<file path="src/rtl/serial_compare_16_pkg.sv">
// ---------------------------------------------------------------------------
// serial_cmp_pkg
// Shared definitions for the nibble-serial magnitude comparator:
//   stateT             - controller states (IDLE / RUN / DONE)
//   GT_BIT/LT_BIT/EQ_BIT - bit positions inside the 3-bit one-hot result
//   FLAGS_EQ           - cascade flag value meaning "equal so far"
// ---------------------------------------------------------------------------
package serial_cmp_pkg;

    typedef enum logic [1:0] {
        IDLE = 2'd0,
        RUN  = 2'd1,
        DONE = 2'd2
    } stateT;

    localparam int GT_BIT = 2;
    localparam int LT_BIT = 1;
    localparam int EQ_BIT = 0;

    localparam logic [2:0] FLAGS_EQ = 3'b001;

endpackage

</file>
<file path="src/rtl/serial_compare_16_if.sv">
// ---------------------------------------------------------------------------
// serial_compare_16_if
// Request/result bundle of the serial comparator.
//   iStart   - start request (driven by master)
//   iData_a  - operand A, WIDTH bits (driven by master)
//   iData_b  - operand B, WIDTH bits (driven by master)
//   oBusy    - compare in progress (driven by slave)
//   oDone    - one-cycle completion pulse (driven by slave)
//   oData    - one-hot result {gt, lt, eq} (driven by slave)
// WIDTH must match the WIDTH of the comparator instance it connects to.
// ---------------------------------------------------------------------------
interface serial_compare_16_if #(
    parameter int WIDTH = 16
);
    logic             iStart;
    logic [WIDTH-1:0] iData_a;
    logic [WIDTH-1:0] iData_b;
    logic             oBusy;
    logic             oDone;
    logic [2:0]       oData;

    modport master (
        output iStart, iData_a, iData_b,
        input  oBusy, oDone, oData
    );

    modport slave (
        input  iStart, iData_a, iData_b,
        output oBusy, oDone, oData
    );
endinterface

</file>
<file path="src/rtl/serial_compare_16_nibble_cmp.sv">
// ---------------------------------------------------------------------------
// nibble_cmp
// Purely combinational cascade stage: compares one 4-bit pair and updates
// the running {gt, lt, eq} flags.
//   nibA, nibB - nibble pair under comparison
//   flagsIn    - flags accumulated so far
//   flagsOut   - updated flags: an unequal pair overrides with its own
//                gt/lt verdict, an equal pair passes flagsIn through
// ---------------------------------------------------------------------------
import serial_cmp_pkg::*;

module nibble_cmp (
    input  logic [3:0] nibA,
    input  logic [3:0] nibB,
    input  logic [2:0] flagsIn,
    output logic [2:0] flagsOut
);
    always_comb begin
        flagsOut = flagsIn;
        if (nibA > nibB) begin
            flagsOut         = 3'b000;
            flagsOut[GT_BIT] = 1'b1;
        end else if (nibA < nibB) begin
            flagsOut         = 3'b000;
            flagsOut[LT_BIT] = 1'b1;
        end
    end
endmodule

</file>
<file path="src/rtl/serial_compare_16.sv">
// ---------------------------------------------------------------------------
// serial_compare_16
// Magnitude comparator that walks the operands one nibble per clock.
//   clk  - single clock, rising edge
//   rst  - synchronous active-high reset (wins over a start request)
//   bus  - serial_compare_16_if.slave: iStart / iData_a / iData_b in,
//          oBusy / oDone / oData out
// A start in IDLE or DONE captures both operands and enters RUN. Each RUN
// cycle feeds one nibble pair through nibble_cmp; the finishing cycle
// moves to DONE, which loads oData and pulses oDone. oData then holds
// until the next completion.
//
// Build option SERIAL_COMPARE_EARLY_EXIT_EN:
//   undefined - nibbles LSB first, always NIB RUN cycles
//   defined   - nibbles MSB first, the first unequal pair ends the compare
// ---------------------------------------------------------------------------
import serial_cmp_pkg::*;

module serial_compare_16 #(
    parameter  int WIDTH = 16,          // multiple of 4, at least 8
    localparam int NIB   = WIDTH / 4    // derived, never overridden
) (
    input  logic               clk,
    input  logic               rst,
    serial_compare_16_if.slave bus
);
    localparam int STEP_W = (NIB > 1) ? $clog2(NIB) : 1;
    localparam logic [STEP_W-1:0] LAST_STEP = STEP_W'(NIB - 1);

    stateT              stateReg;
    stateT              stateNext;
    logic [STEP_W-1:0]  stepReg;
    logic [WIDTH-1:0]   opAReg;
    logic [WIDTH-1:0]   opBReg;
    logic [2:0]         flagsReg;
    logic [2:0]         flagsNext;
    logic [2:0]         oDataReg;

    logic [3:0]         nibAArr [NIB];
    logic [3:0]         nibBArr [NIB];
    logic [STEP_W-1:0]  nibIdx;
    logic [3:0]         curA;
    logic [3:0]         curB;
    logic               startAccept;
    logic               lastStep;
    logic               busyComb;
    logic               doneComb;

    // Slice the captured operands into nibble arrays for the step mux.
    generate
        for (genvar gi = 0; gi < NIB; gi++) begin : g_nib
            assign nibAArr[gi] = opAReg[4*gi +: 4];
            assign nibBArr[gi] = opBReg[4*gi +: 4];
        end
    endgenerate

`ifdef SERIAL_COMPARE_EARLY_EXIT_EN
    // MSB first: step k looks at the k-th nibble counted from the top.
    assign nibIdx   = LAST_STEP - stepReg;
    assign curA     = nibAArr[nibIdx];
    assign curB     = nibBArr[nibIdx];
    // The first unequal pair settles the answer, so stop there.
    assign lastStep = (stepReg == LAST_STEP) || (curA != curB);
`else
    // LSB first: a later (more significant) unequal pair overrides earlier
    // verdicts, so every nibble has to be visited.
    assign nibIdx   = stepReg;
    assign curA     = nibAArr[nibIdx];
    assign curB     = nibBArr[nibIdx];
    assign lastStep = (stepReg == LAST_STEP);
`endif

    nibble_cmp u_nibble_cmp (
        .nibA     (curA),
        .nibB     (curB),
        .flagsIn  (flagsReg),
        .flagsOut (flagsNext)
    );

    assign startAccept = bus.iStart && ((stateReg == IDLE) || (stateReg == DONE));

    // State register
    always_ff @(posedge clk) begin
        if (rst) begin
            stateReg <= IDLE;
        end else begin
            stateReg <= stateNext;
        end
    end

    // Next-state logic
    always_comb begin
        stateNext = stateReg;
        case (stateReg)
            IDLE:    if (bus.iStart) stateNext = RUN;
            RUN:     if (lastStep)   stateNext = DONE;
            DONE:    stateNext = bus.iStart ? RUN : IDLE;
            default: stateNext = IDLE;
        endcase
    end

    // Output logic
    always_comb begin
        busyComb = 1'b0;
        doneComb = 1'b0;
        case (stateReg)
            RUN:     busyComb = 1'b1;
            DONE:    doneComb = 1'b1;
            default: ;
        endcase
    end

    // Operand capture, step counter, cascade flags and result register.
    // The counter holds at LAST_STEP on the finishing cycle instead of
    // wrapping; the next accepted start clears it.
    always_ff @(posedge clk) begin
        if (rst) begin
            opAReg   <= '0;
            opBReg   <= '0;
            stepReg  <= '0;
            flagsReg <= FLAGS_EQ;
            oDataReg <= 3'b000;
        end else if (startAccept) begin
            opAReg   <= bus.iData_a;
            opBReg   <= bus.iData_b;
            stepReg  <= '0;
            flagsReg <= FLAGS_EQ;
        end else if (stateReg == RUN) begin
            flagsReg <= flagsNext;
            if (lastStep) begin
                oDataReg <= flagsNext;
            end else begin
                stepReg <= stepReg + STEP_W'(1);
            end
        end
    end

    assign bus.oBusy = busyComb;
    assign bus.oDone = doneComb;
    assign bus.oData = oDataReg;

endmodule

</file>
<file path="src/flat_wrapper.sv">
// flat-port wrapper written by rule: the top's interface ports become plain ports
module serial_compare_16_flat 
#(
    parameter  int WIDTH = 16,                                      
    localparam int NIB   = WIDTH / 4                                
)
  (clk, rst, bus_iStart, bus_iData_a, bus_iData_b, bus_oBusy, bus_oDone, bus_oData);
  serial_compare_16_if #(.WIDTH(WIDTH)) bus_i ();
  input  logic clk;
  input  logic rst;
  input wire logic [$bits(bus_i.iStart)-1:0] bus_iStart;
  input wire logic [$bits(bus_i.iData_a)-1:0] bus_iData_a;
  input wire logic [$bits(bus_i.iData_b)-1:0] bus_iData_b;
  output wire logic [$bits(bus_i.oBusy)-1:0] bus_oBusy;
  output wire logic [$bits(bus_i.oDone)-1:0] bus_oDone;
  output wire logic [$bits(bus_i.oData)-1:0] bus_oData;
  assign bus_i.iStart = bus_iStart;
  assign bus_i.iData_a = bus_iData_a;
  assign bus_i.iData_b = bus_iData_b;
  assign bus_oBusy = bus_i.oBusy;
  assign bus_oDone = bus_i.oDone;
  assign bus_oData = bus_i.oData;
  serial_compare_16 #(.WIDTH(WIDTH)) u_core (.clk(clk), .rst(rst), .bus(bus_i));
endmodule
</file>
<file path="config.mk">
export PLATFORM = sky130hd
export DESIGN_NAME = serial_compare_16_flat
export DESIGN_NICKNAME = d
export VERILOG_FILES = /design/src/rtl/serial_compare_16_pkg.sv /design/src/rtl/serial_compare_16_if.sv /design/src/rtl/serial_compare_16_nibble_cmp.sv /design/src/rtl/serial_compare_16.sv /design/src/flat_wrapper.sv
export SDC_FILE = /design/constraint.sdc
export NUM_CORES = 1
export LEC_CHECK = 0
export CORE_ASPECT_RATIO = 0.5
export CORE_MARGIN = 5
export CORE_UTILIZATION = 45
export DETAILED_ROUTE_END_ITERATION = 6
export GPL_TIMING_DRIVEN = 0
export PLACE_DENSITY_LB_ADDON = 0.05
export REMOVE_ABC_BUFFERS = 1
export SYNTH_ARGS = -nofsm -noshare
export SYNTH_HDL_FRONTEND = slang
export SYNTH_HIERARCHICAL = 1
export SYNTH_SLANG_ARGS = --single-unit
</file>
<file path="constraint.sdc">
create_clock -name clk -period 2 [get_ports clk]
set_input_delay 0.6 -clock clk [delete_from_list [all_inputs] [get_ports clk]]
set_output_delay 0.6 -clock clk [all_outputs]
set_load 0.005 [all_outputs]
</file>
Yosys cells after proc, flatten, opt, wreduce, memory -nomap -nowiden
Index checks and enable logic that the tools add are counted.
{ "totals": {"reg_bits": 42, "latchBits": 0, "ram_bits": 0, "romBits": 0, "inputBits": 35, "word_cells": 39, "memories": 0} }
{ "op_classes": {"n_addsub": 1, "n_mul": 0, "div": 0, "order_cmp": 3, "n_eq_ne": 5, "shift": 0, "muxes": 14, "bitwise": 3, "reduce_logical": 7} }
{ "ops": {"columns": ["cell", "count"], "rows": [
  ["$bmux 4 s2", 2],
  ["$mux 4", 4],
  ["$mux 3", 2],
  ["$pmux 2 s3", 1],
  ["$eq 2x2->1 const B", 2],
  ["$gt 4x4->1", 1],
  ["$lt 4x4->1", 1],
  ["$mux 2", 2],
  ["$reduce_and 2->1", 2],
  ["$ge 3x3->1 const B", 1],
  ["$mux 1", 3],
  ["$not 2->3", 1],
  ["$reduce_and 3->1", 1],
  ["$add 2x1->2 const B", 1],
  ["$eq 2x1->1 const B", 1],
  ["$logic_not 2->1", 1],
  ["$ne 2x1->1 const B", 1],
  ["$ne 2x2->1 const B", 1],
  ["$not 1->1", 2],
  ["$reduce_or 2->1", 1],
  ["$logic_and 1x1->1", 1],
  ["$logic_or 1x1->1", 1]
]} }

Longest topological paths before layout
{ "logic_depth": {"ltp_word": 7, "mapped_depth": 9} }

Modules after synthesis
Netlist, hierarchy kept.
{ "modules_own_cells": {"columns": ["mod", "instances", "cells_each", "area_each_um2", "seq_area_each_um2"], "rows": [
  ["serial_compare_16", 1, 188, 1729.2, 840.8],
  ["nibble_cmp", 1, 17, 137.6, 0.0]
]} }

Worst setup path before layout
OpenSTA, ideal clock, no wires.
{ "synth_path": {"path_kind": "register -> register", "start": "register u_core.stepReg[0] (netlist: u_core/nibIdx[0])", "end": "register u_core.oDataReg[1] (netlist: u_core/bus.oData[1])", "setup_time_ps": 128, "arrival_time_ps": 1890, "required_ps": 1872, "setup_slack_ps": -18, "path_stages_with_launch": 9, "n_path_buf": 1, "path_cell_list": "dfxtp_1 -> buf_4 -> mux4_2 -> ha_1 -> nor2b_4 -> o211ai_2 -> a22o_1 -> mux2i_1 -> nor2_1"} }
{ "synth_between": {"elab_chain_len": 7, "elab_cells_between_ends": 13, "cone_classes": "order compare: 2; eq/ne: 1; mux: 8; bitwise: 1; reduce/logical: 1"} }
{ "synth_lines": {"columns": ["element", "line_no", "rtl"], "rows": [
  ["start: declaration", "serial_compare_16.sv:32", "logic [STEP_W-1:0] stepReg;"],
  ["start signal: assignment", "serial_compare_16.sv:133", "stepReg <= stepReg + STEP_W'(1);"],
  ["$not 2->3 (implied by the code) *", "serial_compare_16.sv:68", "assign curA = nibAArr[nibIdx];"],
  ["$bmux 4 s2 *", "serial_compare_16.sv:68", null],
  ["$mux 4 (implied by the code) * (2 in series)", "serial_compare_16.sv:68", null],
  ["named net u_core.curA[1]", "serial_compare_16.sv:42", "logic [3:0] curA;"],
  ["$lt 4x4->1", "serial_compare_16_nibble_cmp.sv:23", "end else if (nibA < nibB) begin"],
  ["$mux 3", "serial_compare_16_nibble_cmp.sv:23", null],
  ["$mux 3 *", "serial_compare_16_nibble_cmp.sv:20", "if (nibA > nibB) begin"],
  ["named net u_core.flagsNext[1]", "serial_compare_16.sv:36", "logic [2:0] flagsNext;"],
  ["end signal: assignment", "serial_compare_16.sv:131", "oDataReg <= flagsNext;"],
  ["end: declaration", "serial_compare_16.sv:37", "logic [2:0] oDataReg;"]
]} }
The timed path passes the listed nets; every way through them passes the cells marked *. The select of a mux whose other input is x is not followed.
A chain may end at the register's enable or synchronous reset.

Worst setup path in the final report
{ "layout_path": {"start": "register u_core.stepReg[1] (netlist: u_core/nibIdx[1])", "end": "register u_core.flagsReg[1]"} }
{ "layout_between": {"elab_chain_len": 7, "elab_cells_between_ends": 11, "cone_classes": "order compare: 2; mux: 8; bitwise: 1"} }
{ "layout_lines": {"columns": ["element", "line_no", "rtl"], "rows": [
  ["$not 2->3 (implied by the code) *", "serial_compare_16.sv:69", "assign curB = nibBArr[nibIdx];"],
  ["$bmux 4 s2 *", "serial_compare_16.sv:69", null],
  ["$mux 4 (implied by the code) * (2 in series)", "serial_compare_16.sv:69", null],
  ["named net u_core.curB[1]", "serial_compare_16.sv:43", "logic [3:0] curB;"],
  ["$lt 4x4->1", "serial_compare_16_nibble_cmp.sv:23", null],
  ["$mux 3", "serial_compare_16_nibble_cmp.sv:23", null],
  ["$mux 3 *", "serial_compare_16_nibble_cmp.sv:20", null],
  ["named net u_core.flagsNext[1]", "serial_compare_16.sv:36", null],
  ["end signal: assignment", "serial_compare_16.sv:129", "flagsReg <= flagsNext;"],
  ["end: declaration", "serial_compare_16.sv:35", "logic [2:0] flagsReg;"]
]} }
Marked as above.

==> results.json <==
{
  "floorplan.io_pins": 40,
  "endpoint_of_the_worst_hold_timing_path": "u_core/opAReg[13]",
  "vdd_drop_max_v": 0.000330,
  "unrepaired_setup_endpoints_after_global_routing": "yes",
  "syn-mean-instance-area_um2": 9.11,
  "first_pass_grt_wire_length_um": 6730,
  "synth.yosys.warnings": 6,
  "slew_violations": 0,
  "cpMaxStageDelayCell": "mux4_2",
  "placeableCoreArea_um2": 3940,
  "grt.overflow.total": 0,
  "route.antenna.remaining_nets": 0,
  "holdCritPathClass": "flip-flop to flip-flop",
  "clock_tree_from_tritoncts": "yes",
  "min_delay_path_depth": 2,
  "r2r_start": "u_core/nibIdx[1]",
  "post_synth_num_cell_types": 27,
  "crit_type": "flip-flop to flip-flop",
  "setup_viol": 6,
  "cp.arrival_ps": 2300,
  "crit_path_max_fanout": 8,
  "worst_clk_skew_ps": 5.10,
  "place.detailed.hpwl_um": 2530,
  "die_x_um": 101,
  "initial_antenna_violation_count": 0,
  "die_area_um2": 5610,
  "avgRoutedWirePerCell_um": 14.2,
  "timing.setup.tns_ps": -203,
  "hold_slack_ps": 453,
  "numPlacedInstances": 284,
  "clock_path_buffers": 2,
  "failed_checks": "setup timing",
  "stdcell_count": 303,
  "ctsHtreeMaxLevel": 2,
  "post-route-worst-setup-slack_ps": -80.5,
  "first_global_vias": 1476,
  "start_util": 0.473,
  "cts.clk_slew.worst_paths_ps": 80,
  "fin_crit_sh": 1.04,
  "maxSlewHeadroom": 0.485,
  "flow.area_growth_from_synthesis_pct": 37.5,
  "detailedRoute.firstIterationViolations": 67,
  "finalInstanceArea_um2": 2570,
  "totalWireLength_um": 4290,
  "synth_seq_cells": 42,
  "largest_net_degree_at_the_start_of_global_routing": 43,
  "run_status": "finished, violations left",
  "worst-r2r-setup-slack_ps": -80,
  "min-delay-start": "u_core/opAReg[13]",
  "placement.cell_area_um2": 2230,
  "crit_path_start_kind": "flip-flop",
  "critPathMaxStageDelay_ps": 530,
  "core.rowCount": 16,
  "critPathRequiredTime_ps": 2220,
  "drt-pass1-iter-count": 4,
  "fmax_ghz": 0.481,
  "power_density_over_cell_area_nw_per_um2": 829,
  "gp_congestion": 0.686,
  "synthesis.area_um2": 1870,
  "io_buffer_count": 39,
  "report.final.hold_viol_count": 0,
  "globalRouteTotalUtil": 0.153,
  "postSynthCellCount": 205,
  "rr_endpoint": "u_core/flagsReg[1]",
  "post_cts_hold_buffer_count": 0,
  "finalCriticalPeriod_ps": 2080,
  "setup.worst_path.end_class": "flip-flop",
  "clock_insertion_delay_worst_skew_ps": 300,
  "via_per_inst": 5.07,
  "dieHeight_um": 55.5,
  "utilization": 0.651,
  "ctsRootBufferMaster": "clkbuf_8",
  "nets": 288,
  "cts.sink_count": 42,
  "max_slew.worst_pin.slew_ps": 773,
  "part_of_the_yosys_area_used_for_sequential_elements": 0.450,
  "antenna-diode-count": 0,
  "static_leakage_nw": 1.01,
  "vias": 1536,
  "r2r_cells": 8,
  "drt_drc_violations_left": 0,
  "numCtsBuffers": 5,
  "max_cap_viol_count": 0,
  "layout-drive-gt1-share": 0.205,
  "cp_cell_sequence": "mux4_2, inv_2, ha_4, nor2b_4, o211ai_4, a22o_1, mux2i_1, nor3_1"
}
[flip-flops by register name (all words and copies together) (netlist names)]
signal / flops
u_core/opAReg: 16
u_core/opBReg: 16
u_core/bus.oData: 3
u_core/flagsReg: 3
u_core/nibIdx: 2
u_core/stateReg: 2
[through the flow]
stage,total power [mW],setup WS [ps]
floorplan,1.11,-190
global placement,1.23,-718
detailed placement,1.24,-504
CTS,2.11,-102
global route,2.22,-159
finish,2.13,-80.5
[logic make-up (layout without fill, tap and decap cells)]
group,Yosys count,count (layout),share of synthesized area
xor+xnor,1,1,0.00469
simple gates,85,86,0.208
flops,42,42,0.450
compound gates,37,37,0.109
buf+inv,20,63,0.0603
fa+ha+maj,5,5,0.0335
mux,15,15,0.134
[cells in the final DEF, fill, tap and decap left out, drive strengths merged]
| master | synthesis | final |
|---|---|---|
| nand2 | 66 | 66 |
| dfxtp | 42 | 42 |
| clkdlybuf4s50 | 0 | 36 |
| a21oi | 34 | 34 |
| buf | 10 | 11 |
| mux4 | 8 | 8 |
| mux2i | 7 | 7 |
| nor2 | 7 | 7 |
| clkbuf | 4 | 6 |
| inv | 6 | 6 |
| ha | 5 | 5 |
| nor3 | 4 | 4 |
| nor2b | 2 | 3 |
| bufinv | 0 | 2 |
| dlygate4sd2 | 0 | 2 |
| or2b | 1 | 1 |
| and2b | 1 | 1 |
| nand2b | 1 | 1 |
| nand3b | 1 | 1 |
| nor3b | 1 | 1 |
| xnor2 | 1 | 1 |
| o211ai | 1 | 1 |
| and4 | 1 | 1 |
| a22o | 1 | 1 |
| a22oi | 1 | 1 |
[timing repair]
item / CTS / global route
gates resized for setup: 20 / 8
gates cloned: 0 / 1
pin swaps: 4 / 4
setup endpoints to repair: 7 / 34
hold endpoints to repair: 0 / 0
setup buffers: 10 / 0
[synth_stat cells (all sizes together)]
library cell / instances / area (µm²)
a21oi: 34 / 174
a22o: 1 / 8.76
a22oi: 1 / 7.51
and2b: 1 / 7.51
and4: 1 / 8.76
buf: 10 / 75.1
clkbuf: 4 / 15.0
dfxtp: 42 / 841
ha: 5 / 62.6
inv: 6 / 22.5
mux2i: 7 / 70.1
mux4: 8 / 180
nand2: 66 / 248
nand2b: 1 / 8.76
nand3b: 1 / 7.51
nor2: 7 / 26.3
nor2b: 2 / 22.5
nor3: 4 / 30.0
nor3b: 1 / 18.8
o211ai: 1 / 12.5
or2b: 1 / 11.3
xnor2: 1 / 8.76
[routing by layer]
metal,GRT usage,up-vias,part of all wire
met3,0.0427,7,0.065
met1,0.204,716,0.48
met4,0.0530,0,0.011
met2,0.238,40,0.45
met5,0,-,0
li1,-,773,-
[layout make-up]
cell class / count / area, µm²
Fill cell: 327 / 1380
Multi-Input combinational cell: 144 / 1010
Sequential cell: 42 / 853
Timing Repair Buffer: 49 / 469
Clock buffer: 6 / 82.6
Tap cell: 54 / 67.6
Clock inverter: 2 / 60.1
Inverter: 6 / 22.5
[worst max-delay path by stage]
stage                                 from                 end  slack (ps)  depth (start not counted)
after detailed placement  u_core/nibIdx[0]  u_core/flagsReg[2]        -500                          6
after floorplan           u_core/nibIdx[0]  u_core/flagsReg[1]        -190                          7
after CTS                 u_core/nibIdx[0]  u_core/flagsReg[1]        -100                          7
after global placement          bus_iStart   u_core/opAReg[11]        -720                          4
after global routing      u_core/nibIdx[1]  u_core/flagsReg[1]        -160                          8
final                     u_core/nibIdx[1]  u_core/flagsReg[1]         -80                          8
[critical path: cells and delay by family (launching register included)]
family                     cells  cell delay, ps
adders and majority gates      1             200
AOI/OAI and AO/OA              2             420
muxes                          2             600
buffers and inverters          1              80
and+or+nand+nor                2             260
DFF                            1             440
[where the power goes]
group / leakage (nW) / switching (mW) / internal [mW]
Clock: 0.0714 / 0.296 / 0.532
Combinational: 0.589 / 0.182 / 0.211
Sequential: 0.347 / 0.0264 / 0.881
Total: 1.01 / 0.505 / 1.62
Power figures use the tool's default switching activity.
